File: config.mk
export PLATFORM = sky130hd
export DESIGN_NAME = elastic_buffer_flat
export DESIGN_NICKNAME = d
export VERILOG_FILES = /design/src/rtl/elastic_buffer_pkg.sv /design/src/rtl/elastic_buffer_if.sv /design/src/rtl/elastic_buffer_mem.sv /design/src/rtl/elastic_buffer.sv /design/src/flat_wrapper.sv
export SDC_FILE = /design/constraint.sdc
export NUM_CORES = 1
export LEC_CHECK = 0
export CORE_MARGIN = 2
export CORE_UTILIZATION = 35
export DETAILED_ROUTE_END_ITERATION = 8
export DONT_BUFFER_PORTS = 1
export PLACE_DENSITY = 0.54
export SYNTH_ARGS = -nofsm -noshare
export SYNTH_HDL_FRONTEND = slang
export SYNTH_SLANG_ARGS = --single-unit
File: constraint.sdc
create_clock -name clk -period 2.4 [get_ports clk]
set_clock_uncertainty 0.2 [all_clocks]
set_input_delay 0.36 -clock clk [delete_from_list [all_inputs] [get_ports clk]]
set_output_delay 0.36 -clock clk [all_outputs]
set_load 0.05 [all_outputs]
File: src/rtl/elastic_buffer_pkg.sv
// elastic_buffer_pkg: width helpers and the wrapping pointer increment shared by the buffer files
package elastic_buffer_pkg;

    function automatic int cnt_w(int depth);
        return $clog2(depth + 1);
    endfunction

    function automatic int ptr_w(int depth);
        return depth > 2 ? $clog2(depth) : 1;
    endfunction

    // explicit compare so non-power-of-two depths wrap at DEPTH-1
    function automatic int ptr_inc(int ptr, int depth);
        return ptr == depth - 1 ? 0 : ptr + 1;
    endfunction

endpackage

File: src/rtl/elastic_buffer_if.sv
// elastic_buffer_if: upstream/downstream handshake, flush and occupancy bundle
interface elastic_buffer_if import elastic_buffer_pkg::*; #(
    parameter int DATA_WIDTH = 8,
    parameter int DEPTH      = 2
) ();
    localparam int CNT_W = cnt_w(DEPTH);
    logic                  flush_i;
    logic                  in_valid_i;
    logic                  in_ready_o;
    logic [DATA_WIDTH-1:0] in_data_i;
    logic                  out_valid_o;
    logic                  out_ready_i;
    logic [DATA_WIDTH-1:0] out_data_o;
    logic [CNT_W-1:0]      count_o;
    modport master (
        output flush_i, in_valid_i, in_data_i, out_ready_i,
        input  in_ready_o, out_valid_o, out_data_o, count_o
    );
    modport slave (
        input  flush_i, in_valid_i, in_data_i, out_ready_i,
        output in_ready_o, out_valid_o, out_data_o, count_o
    );
endinterface

File: src/rtl/elastic_buffer_mem.sv
// elastic_buffer_mem: unreset register array, one write port, one asynchronous read port
module elastic_buffer_mem import elastic_buffer_pkg::*; #(
    parameter int DATA_WIDTH = 8,
    parameter int DEPTH      = 2,
    localparam int PTR_W     = ptr_w(DEPTH)
) (
    input  logic                  clk,
    input  logic                  we,
    input  logic [PTR_W-1:0]      wa,
    input  logic [DATA_WIDTH-1:0] wd,
    input  logic [PTR_W-1:0]      ra,
    output logic [DATA_WIDTH-1:0] rd
);
    logic [DATA_WIDTH-1:0] mem [DEPTH];
    // write the addressed entry on a push
    always_ff @(posedge clk) begin
        if (we) mem[wa] <= wd;
    end
    assign rd = mem[ra];
endmodule

File: src/rtl/elastic_buffer.sv
// elastic_buffer: circular elastic buffer with registered ready, optional fall-through bypass and flush
module elastic_buffer import elastic_buffer_pkg::*; #(
    parameter int DATA_WIDTH = 8,
    parameter int DEPTH      = 2,
    parameter bit REG_OUTPUT = 1'b1
) (
    input logic             clk,
    input logic             rst,
    elastic_buffer_if.slave bus
);
    localparam int CNT_W = cnt_w(DEPTH);
    localparam int PTR_W = ptr_w(DEPTH);
    logic [PTR_W-1:0]      wr_ptr, rd_ptr;
    logic [CNT_W-1:0]      count, count_next;
    logic                  ready_ff, bypass, out_valid, push, pop, wr_en, rd_en;
    logic [DATA_WIDTH-1:0] head, out_data;
    elastic_buffer_mem #(.DATA_WIDTH(DATA_WIDTH), .DEPTH(DEPTH)) u_mem (
        .clk(clk), .we(wr_en), .wa(wr_ptr), .wd(bus.in_data_i), .ra(rd_ptr), .rd(head)
    );
    // handshakes, bypass selection and occupancy update; a bypassed beat never touches storage
    always_comb begin
        bypass     = !REG_OUTPUT && count == '0;
        out_valid  = bypass ? bus.in_valid_i : count != '0;
        out_data   = !out_valid ? '0 : bypass ? bus.in_data_i : head;
        push       = bus.in_valid_i && ready_ff;
        pop        = out_valid && bus.out_ready_i;
        wr_en      = push && !(bypass && pop);
        rd_en      = pop && !bypass;
        count_next = count + CNT_W'(wr_en) - CNT_W'(rd_en);
    end
    // pointers, count and ready; flush shares the reset path and overrides any handshake
    always_ff @(posedge clk) begin
        if (rst || bus.flush_i) begin
            wr_ptr   <= '0;
            rd_ptr   <= '0;
            count    <= '0;
            ready_ff <= 1'b1;
        end else begin
            if (wr_en) wr_ptr <= PTR_W'(ptr_inc(int'(wr_ptr), DEPTH));
            if (rd_en) rd_ptr <= PTR_W'(ptr_inc(int'(rd_ptr), DEPTH));
            count    <= count_next;
            ready_ff <= count_next < CNT_W'(DEPTH);
        end
    end
    assign bus.in_ready_o  = ready_ff;
    assign bus.out_valid_o = out_valid;
    assign bus.out_data_o  = out_data;
    assign bus.count_o     = count;
endmodule
File: src/flat_wrapper.sv
// flat-port wrapper written by rule: the top's interface ports become plain ports
module elastic_buffer_flat import elastic_buffer_pkg::*;
#(
    parameter int DATA_WIDTH = 8,
    parameter int DEPTH      = 2,
    parameter bit REG_OUTPUT = 1'b1
)
  (clk, rst, bus_flush_i, bus_in_valid_i, bus_in_data_i, bus_out_ready_i, bus_in_ready_o, bus_out_valid_o, bus_out_data_o, bus_count_o);
  elastic_buffer_if #(.DATA_WIDTH(DATA_WIDTH), .DEPTH(DEPTH)) bus_i ();
  input logic clk;
  input logic rst;
  input wire logic [$bits(bus_i.flush_i)-1:0] bus_flush_i;
  input wire logic [$bits(bus_i.in_valid_i)-1:0] bus_in_valid_i;
  input wire logic [$bits(bus_i.in_data_i)-1:0] bus_in_data_i;
  input wire logic [$bits(bus_i.out_ready_i)-1:0] bus_out_ready_i;
  output wire logic [$bits(bus_i.in_ready_o)-1:0] bus_in_ready_o;
  output wire logic [$bits(bus_i.out_valid_o)-1:0] bus_out_valid_o;
  output wire logic [$bits(bus_i.out_data_o)-1:0] bus_out_data_o;
  output wire logic [$bits(bus_i.count_o)-1:0] bus_count_o;
  assign bus_i.flush_i = bus_flush_i;
  assign bus_i.in_valid_i = bus_in_valid_i;
  assign bus_i.in_data_i = bus_in_data_i;
  assign bus_i.out_ready_i = bus_out_ready_i;
  assign bus_in_ready_o = bus_i.in_ready_o;
  assign bus_out_valid_o = bus_i.out_valid_o;
  assign bus_out_data_o = bus_i.out_data_o;
  assign bus_count_o = bus_i.count_o;
  elastic_buffer #(.DATA_WIDTH(DATA_WIDTH), .DEPTH(DEPTH), .REG_OUTPUT(REG_OUTPUT)) u_core (.clk(clk), .rst(rst), .bus(bus_i));
endmodule
# Word-level counts from Yosys, hierarchy flattened
# Memory sizes are Yosys's and may differ from the RTL's. A register that Yosys moved wholly into a read port is not among the register bits.
# Cells that the tools add are included.
[word_totals]
memories = 1
output_inout_bits = 12
regBits = 5
word_cells = 21
ram_bits = 16
[op_classes]
n_reduce_logical = 4
add_sub_neg = 4
order_cmp = 1
n_mux = 7
[mem_list]
columns = ["name", "words", "width", "read_ports", "rd_clocked_by_memory_dff", "write_ports", "line", "source"]
rows = [
  ["u_core.u_mem.mem", 2, 8, 1, 1, 1, "elastic_buffer_mem.sv:14", "logic [DATA_WIDTH-1:0] mem [DEPTH];"],
]
[ops]
columns = ["operator", "count"]
rows = [
  ["$mux 8", 1],
  ["$mux 1", 6],
  ["$add 1x1->1 const B", 2],
  ["$add 2x1->2", 1],
  ["$logic_and 1x1->1", 2],
  ["$lt 2x2->1 const B", 1],
  ["$reduce_bool 2->1", 1],
  ["$sub 2x1->2", 1],
  ["$logic_or 1x1->1", 1],
]

# Longest topological paths before layout
# Gate-level depths: netlist of run 1.
[depth]
word_depth = 4
mapped_depth = 6

# Hierarchy
# A second synthesis of run 1 with hierarchy kept.
[unflattened]
hier_cells = 60
area_unflattened_um2 = 918.4
[by_module_without_submodules]
columns = ["module", "area_per_inst_um2", "cells_per_inst", "seq_area_each_um2", "instances"]
rows = [
  ["elastic_buffer_mem", 624.3, 27, 480.5, 1],
  ["elastic_buffer", 294.0, 33, 100.1, 1],
]

# Worst setup path after synthesis of run 1
# Ideal clock, no wire load.
[synth_timing]
kind = "register -> output"
startpoint = "register u_core.count[1] (netlist: u_core.bus.count_o[1])"
endpoint = "output port bus_out_data_o[0]"
t_arrival_ns = 1.607
path_buffers = 0
setup_slack_ns = 0.233
stages_incl_launch_ff = 3
path_cell_list = "dfxtp_1 nor2_1 nor2_1"
[synth_via]
elab_chain_len = 2
[synth_lines]
columns = ["element", "line", "source"]
rows = [
  ["from (decl)", "elastic_buffer.sv:14", "logic [CNT_W-1:0] count, count_next;"],
  ["from (signal assigned)", "elastic_buffer.sv:41", "count <= count_next;"],
  ["$reduce_bool 2->1", "elastic_buffer.sv:23", "out_valid = bypass ? bus.in_valid_i : count != '0;"],
  ["$mux 8", "elastic_buffer.sv:24", "out_data = !out_valid ? '0 : bypass ? bus.in_data_i : head;"],
  ["to (decl)", "flat_wrapper.sv:18", "output wire logic [$bits(bus_i.out_data_o)-1:0] bus_out_data_o;"],
]
# No other way between the ends.

# Worst setup path after layout of run 1
[layout_timing]
startpoint = "register u_core.count[0] (netlist: u_core.bus.count_o[0])"
endpoint = "output port bus_out_valid_o"
[layout_via]
elab_chain_len = 1
[layout_lines]
columns = ["element", "line", "source"]
rows = [
  ["$reduce_bool 2->1", "elastic_buffer.sv:23", ""],
  ["to (decl)", "flat_wrapper.sv:17", "output wire logic [$bits(bus_i.out_valid_o)-1:0] bus_out_valid_o;"],
]
# No other way between the ends.

==> results.md, run 1 <==
* Length of the first detailed-routing pass in iterations at 4
* Max-slew violations at 0
* Setup TNS Final at 0 ns
* Vias at 527
* Top cell type's share of synthesized area at 54.4%
* #FFs+latches synth at 22
* Port bufs at 0
* GRT Overall Usage at 12.6%
* Number of synthesized flops with an enable pin at 16
* Startpoint types: flip-flop
* Pre-CTS WS at 0.592 ns
* Clock sinks at 22
* Die Ht at 54.2 um
* Slew @ Worst Pin at 0.600 ns
* YS warnings at 0
* Number of setup violations in the final report at 0
* Ranking of synthesized cells by area: edfxtp_1 54%, dfxtp_1 14%, mux2i_1 9.1%, nor2_1 4.7%, ha_1 2.8%
* Final hold viol count at 0
* Count leader, synth: edfxtp_1
* DR WL/cell at 13.0 um
* Fmax at 478 MHz
* Slew headroom at 59.9%
* Design Area, Final at 0.00113 mm2
* GPL Wtd Cong at 0.700
* Synthesis-to-finish area growth at 28.0%
* Crit path from: u_core.bus.count_o[0]
* FILL cells at 239
* Synth Cell Area at 883 um2
* Nets at 100
* Clock slew at reported path FFs at 0.12 ns
* R2R depth at 6
* Area leader, netlist: edfxtp_1
* Maximum vdd ir drop at 387 uV
* Tmin final at 2.09 ns
* Congestion Overflow GR at 0
* Placed cell count at 102
* Die span in x at 54.2 um
* Post-synth cell types at 19
* Site Rows at 18
* Setup Buffers After CTS at 0
* CP Data Required Time at 1.84 ns
* Period utilization at 87.1%
* Post-Synthesis Cells at 62
* Final Worst Setup Slack at 0.309 ns
* Die Footprint at 0.00294 mm2
* Max Buffers Root-to-Sink at 2
* Skew-Pair Late Insertion Delay at 0.29 ns
* Outcome: complete, no violations
* Drt total wl at 1480 um
* Max Cap Viol at 0
* Io pins at 25
* First-pass GRT wire length at 2530 um
* Core area at 0.00243 mm2
* N_diodes at 0
* Leakage at 0.440 nW
* Final Util at 46.5%
* Critical Path End: bus_out_valid_o
* Ys flop type: edfxtp_1
* Vias per inst at 4.62
* Cts bufs inserted at 3
* Starting DRT DRC Count at 5
* Crit. End Element: output pin
* Synth async-reset ratio at 0%
* Initial Util at 36.3%
* PwrDens at 771 mW/mm2
* Post-DRT Antenna Nets at 0
* Worst R2R End: u_core.bus.in_ready_o
* Hpwl dp at 1100 um
* Mean post-synth cell area at 14.2 um2
* Critical-path maximum fanout at 9
* Sequential cell area fraction in the yosys report at 68.0%
* Layout Cells excl Fill at 114
* RSZ-0062 raised after global routing: false
* H-tree depth at 1
* Share of cells above drive strength 1 at 22.6%
* Worst EP arrival at 1.53 ns
* Hold WC Path Type: in2reg
* Initial antenna violation count at 0
* Syn nets at 77
* Reg-to-reg startpoint: u_core.bus.count_o[0]
* Root Driver: clkbuf_4
* CTS tree: built
* Most frequent cells after synthesis: 16 x edfxtp_1, 11 x nor2_1, 8 x mux2i_1, 6 x dfxtp_1, 5 x inv_1
* Reg2reg setup slack at 0.59 ns
* DRC errors left at 0
* Post-Place Cell Area at 998 um2
* Crit path kind: reg2out
* Maximum number of pins on one net before global-route repair at 14
* Number of global-route vias before repair at 581
[cell type report]
type                            instances  area, um2  share of cell area, %
Sequential cell                        22        601                   53.1
Clock inverter                          1       30.0                   2.65
Inverter                                5       18.8                   1.66
Clock buffer                            3       22.5                   1.99
Timing Repair Buffer                   19        163                   14.4
Tap cell                               30       37.5                   3.32
Multi-Input combinational cell         34        259                   22.9
[worst max-delay path, cell delays in order (launching register included)]
cell     delay, ns
dfxtp_1       0.36
nor2_1        0.49
inv_1         0.39
[registers in the layout (all words and copies together), names as in the netlist, named ones only]
name / flops
u_core.bus.count_o: 2
u_core.rd_ptr: 1
u_core.bus.in_ready_o: 1
u_core.wr_ptr: 1
u_core.u_mem.mem: 16
[how the worst min path moves through the flow]
| stage | startpoint | to | slack, ns | cells after the start |
|---|---|---|---|---|
| floorplan | bus_in_data_i[0] | u_core.u_mem.mem[0][0] | 0.26 | 0 |
| global route | bus_in_valid_i | u_core.wr_ptr | 0.04 | 2 |
| finish | bus_in_valid_i | u_core.wr_ptr | 0.04 | 2 |
| CTS | bus_in_valid_i | u_core.wr_ptr | 0.02 | 2 |
| detailed placement | bus_in_data_i[0] | u_core.u_mem.mem[1][0] | 0.26 | 0 |
| global placement | bus_in_data_i[0] | u_core.u_mem.mem[0][0] | 0.26 | 0 |
[per-layer routing]
layer  part of all wire, %  global-route usage, %
met4                  0.88                   6.25
met3                   4.8                   3.83
met2                    54                   21.5
met5                     0                      0
met1                    41                   14.4
[cells in the final DEF (no fill, tap or decap), drive strengths merged]
master / netlist / layout
or2: 2 / 2
xnor3: 1 / 1
edfxtp: 16 / 16
dfxtp: 6 / 6
inv: 5 / 5
and3: 1 / 1
and2: 1 / 1
nor3b: 1 / 1
dlygate4sd3: 0 / 8
nor2: 11 / 11
nor3: 1 / 1
clkbuf: 0 / 3
a21bo: 1 / 1
bufinv: 0 / 1
a21oi: 1 / 1
o21a: 1 / 1
nand3b: 1 / 1
mux2: 2 / 2
buf: 1 / 11
mux2i: 8 / 8
ha: 2 / 2
[through the flow]
stage / total power [mW] / hold slack [ns]
finish: 0.872 / 0.0430
global route: 0.915 / 0.0384
CTS: 0.888 / 0.0221
detailed placement: 0.598 / 0.259
global placement: 0.595 / 0.259
floorplan: 0.559 / 0.259
[kinds of logic after synthesis]
kind of cell             share of synthesized area, %
AND/OR/NAND/NOR                                  9.78
adder cells (fa/ha/maj)                          2.83
multiplexers                                     11.6
XOR/XNOR                                         2.55
buffers and inverters                            2.69
flip-flops                                       68.0
AO/OA/AOI/OAI                                    2.55
[where the power goes]
group	internal (mW)	switching, mW	leakage (nW)
Combinational	0.0541	0.106	0.213
Clock	0.169	0.105	0.0279
Sequential	0.429	0.00922	0.199
[what timing repair did]
item / in CTS / in global routing
hold endpoints to repair: 16 / 0
gates resized for setup: 0 / 0
hold buffers: 8 / 0
Note: power is estimated with default switching activity, not from simulation.
==> run 2, diff against run 1 <==
--- a/config.mk
+++ b/config.mk
@@ -5,6 +5,7 @@
 export SDC_FILE = /design/constraint.sdc
 export NUM_CORES = 1
 export LEC_CHECK = 0
+export ABC_AREA = 1
 export CORE_MARGIN = 2
 export CORE_UTILIZATION = 35
 export DETAILED_ROUTE_END_ITERATION = 8
==> run 2 against run 1 <==
Net effect: fmax is 6.7% higher; cell area is 4.0% higher; via count is 19% higher; hold slack worse by 0.020 ns; setup slack better by 0.13 ns; die area is 1.1% higher; sequential power hardly changed; cell count is 23% higher; largest power group unchanged; combinational power hardly changed; sequential share of layout area is 2.0 points lower; global-route usage is 1.0 points lower.
==> results.md, run 2 <==
* Multi-input logic area at 246 um2 (was 259 um2)
* Tmin final at 1.96 ns (was 2.09 ns)
* Length of the first detailed-routing pass in iterations at 3 (was 4)
* Outcome: complete, no violations (unchanged)
* Max Buffers Root-to-Sink at 2 (unchanged)
* Most frequent cells in the layout: 24 x nand2_1, 16 x edfxtp_1, 13 x buf_4 (was 16 x edfxtp_1, 11 x nor2_1, 11 x buf_4)
* Sequential cell area fraction in the yosys report at 67.2% (was 68.0%)
* Post-synth cell types at 14 (was 19)
* Drt total wl at 1530 um (was 1480 um)
* Top cell type's share of synthesized area at 53.8% (was 54.4%)
* CP max stage cell: dfxtp_1 (was nor2_1)
* Reg2reg setup slack at 0.57 ns (was 0.59 ns)
* PwrDens at 741 mW/mm2 (was 771 mW/mm2)
* Root Driver: clkbuf_4 (unchanged)
* Largest Register: u_core.u_mem.mem (unchanged)
* Leakage at 0.489 nW (was 0.440 nW)
* Io pins at 25 (unchanged)
* Slew @ Worst Pin at 0.507 ns (was 0.600 ns)
* WHS Endpoint: u_core.bus.count_o[1] (was u_core.wr_ptr)
* Slew headroom at 66.1% (was 59.9%)
* R2R depth at 9 (was 6)
* Max Cap Viol at 0 (unchanged)
* YS warnings at 0 (unchanged)
* Pre-CTS WS at 0.588 ns (was 0.592 ns)
* Startpoint types: flip-flop (unchanged)
* Area leader, netlist: edfxtp_1 (unchanged)
* Core area at 0.00245 mm2 (was 0.00243 mm2)
* Hold WC Path Type: in2reg (unchanged)
* Initial antenna violation count at 0 (unchanged)
* Ranking of synthesized cells by area: edfxtp_1 54%, dfxtp_1 13%, nand2_1 10%, a21oi_1 5.0%, inv_1 4.2% (was edfxtp_1 54%, dfxtp_1 14%, mux2i_1 9.1%, nor2_1 4.7%, ha_1 2.8%)
* Maximum number of pins on one net before global-route repair at 14 (unchanged)
* GPL Wtd Cong at 0.748 (was 0.700)
* Crit path kind: reg2out (unchanged)
* Max-slew violations at 0 (unchanged)
* Sequential cell area at 601 um2 (unchanged)
* Die Ht at 54.5 um (was 54.2 um)
* First-pass GRT wire length at 2390 um (was 2530 um)
* Starting DRT DRC Count at 7 (was 5)
* Nets at 126 (was 100)
* RSZ-0062 raised after global routing: false (unchanged)
* Commonest non-fill, non-tap cell in the layout: nand2_1 (was edfxtp_1)
* Vias per inst at 4.48 (was 4.62)
* Port bufs at 0 (unchanged)
* Reg-to-reg startpoint: u_core.bus.count_o[0] (unchanged)
* Skew-Pair Late Insertion Delay at 0.30 ns (was 0.29 ns)
* Worst EP arrival at 1.40 ns (was 1.53 ns)
* Number of synthesized flops with an enable pin at 16 (unchanged)
* Final hold viol count at 0 (unchanged)
* Count leader, synth: nand2_1 (was edfxtp_1)
* Clock sinks at 22 (unchanged)
* Cts bufs inserted at 3 (unchanged)
* Period utilization at 81.6% (was 87.1%)
* Site Rows at 18 (unchanged)
* Mean post-synth cell area at 10.6 um2 (was 14.2 um2)
* Setup Buffers After CTS at 0 (unchanged)
* CTS tree: built (unchanged)
* Initial Util at 36.4% (was 36.3%)
* Number of global-route vias before repair at 588 (was 581)
* Post-DRT Antenna Nets at 0 (unchanged)
* Synth Cell Area at 893 um2 (was 883 um2)
* Largest stage delay, worst path at 0.40 ns (was 0.49 ns)
* Critical-path maximum fanout at 2 (was 9)
* FILL cells at 226 (was 239)
* Crit. End Element: output pin (unchanged)
* Post-Synthesis Cells at 84 (was 62)
* GRT Overall Usage at 11.6% (was 12.6%)
* CP cell instances: buf_4 > inv_1 > nand2_1 (was nor2_1 > inv_1)
* DR WL/cell at 10.9 um (was 13.0 um)
* Worst min-delay path startpoint: bus_flush_i (was bus_in_valid_i)
* Maximum vdd ir drop at 402 uV (was 387 uV)
* N_diodes at 0 (unchanged)
* CP Data Required Time at 1.84 ns (about the same)
* Fmax at 511 MHz (was 478 MHz)
* Hold Crit Depth at 3 (was 2)
* Congestion Overflow GR at 0 (unchanged)
* Vias at 627 (was 527)
* Number of setup violations in the final report at 0 (unchanged)
* Synth async-reset ratio at 0% (unchanged)
* Final Worst Setup Slack at 0.442 ns (was 0.309 ns)
* Ys flop type: edfxtp_1 (unchanged)
* DRC errors left at 0 (unchanged)
* Max reg flops at 16 (unchanged)
* Clock slew at reported path FFs at 0.11 ns (was 0.12 ns)
* Die Footprint at 0.00297 mm2 (was 0.00294 mm2)
* Die span in x at 54.5 um (was 54.2 um)
* H-tree depth at 1 (unchanged)
* #FFs+latches synth at 22 (unchanged)
* Setup TNS Final at 0 ns (unchanged)
* Worst R2R End: u_core.bus.count_o[1] (was u_core.bus.in_ready_o)
* Share of cells above drive strength 1 at 20.9% (was 22.6%)
* Syn nets at 99 (was 77)
* Synthesis-to-finish area growth at 31.7% (was 28.0%)
* Most frequent cells after synthesis: 24 x nand2_1, 16 x edfxtp_1, 10 x inv_1, 9 x a21oi_1, 7 x nor2_1 (was 16 x edfxtp_1, 11 x nor2_1, 8 x mux2i_1, 6 x dfxtp_1, 5 x inv_1)
* Hpwl dp at 1120 um (was 1100 um)
run 2: cell count changes after synthesis, moves of 2 or more:
cell,change
nand2_1,+24
a21oi_1,+8
mux2i_1,-8
inv_1,+5
nor2_1,-4
mux2_2,-2
nand3_1,+2
nor2_2,+2
nor2_4,+2
run 2: kinds of logic (layout without fill, tap and decap cells):
family / after synthesis / in the layout / synth area share, %
adder cells (fa/ha/maj): 2 / 2 / 2.80
flip-flops: 22 / 22 / 67.2
AND/OR/NAND/NOR: 39 / 39 / 19.7
AO/OA/AOI/OAI: 9 / 9 / 5.04
buffers and inverters: 12 / 38 / 5.18
run 2: report_power, final:
group          internal (mW)  leakage (nW)  switching, mW
Combinational         0.0502         0.262          0.107
Sequential             0.428         0.199        0.00851
Clock                  0.169        0.0279          0.109
run 2: through the flow:
stage	cells	total power [mW]	utilization, %	area, um2	hold slack, ns
global route	140	0.913	47.9	1180	0.0351
global placement	126	0.588	41.7	1020	0.259
CTS	140	0.881	47.9	1180	0.0186
detailed placement	126	0.590	41.7	1020	0.259
finish	140	0.872	47.9	1180	0.0230
floorplan	84	0.552	-	893	0.259
run 2: worst max-delay path, delay by kind of cell (launching register included):
kind	cells	cell delay (ns)
buffers and inverters	2	0.31
AND/OR/NAND/NOR	1	0.39
flip-flops	1	0.40
run 2: per-layer routing:
metal	vias up	track usage, %	routed length, um
met5	-	0	0
met4	0	5.00	21
met3	2	1.64	68
met2	18	21.3	800
met1	283	13.4	637
li1	324	-	-
run 2: cell type report:
| type | instances | share of cell area, % |
|---|---|---|
| clock inverter | 1 | 2.55 |
| multi-input combinational | 50 | 21.0 |
| timing repair buffer | 23 | 16.8 |
| sequential | 22 | 51.1 |
| tap | 30 | 3.19 |
| clock buffer | 3 | 1.91 |
| inverter | 11 | 3.51 |
run 2: worst max-delay path by stage:
stage | startpoint | cells past startpoint | end
2_1_floorplan | u_core.bus.count_o[0] | 2 | bus_out_data_o[0]
3_3_place_gp | u_core.bus.count_o[1] | 9 | u_core.bus.count_o[1]
3_5_place_dp | u_core.bus.count_o[0] | 9 | u_core.bus.count_o[1]
4_1_cts | u_core.bus.count_o[0] | 3 | bus_out_valid_o
5_1_grt | u_core.bus.count_o[0] | 3 | bus_out_valid_o
6_report | u_core.bus.count_o[0] | 3 | bus_out_valid_o
run 2: what timing repair did:
item | CTS | global route
hold buffers | 10 | 0
setup endpoints to repair | 0 | 0
endpoints found under the hold margin | 17 | 0
resized for setup | 0 | 0
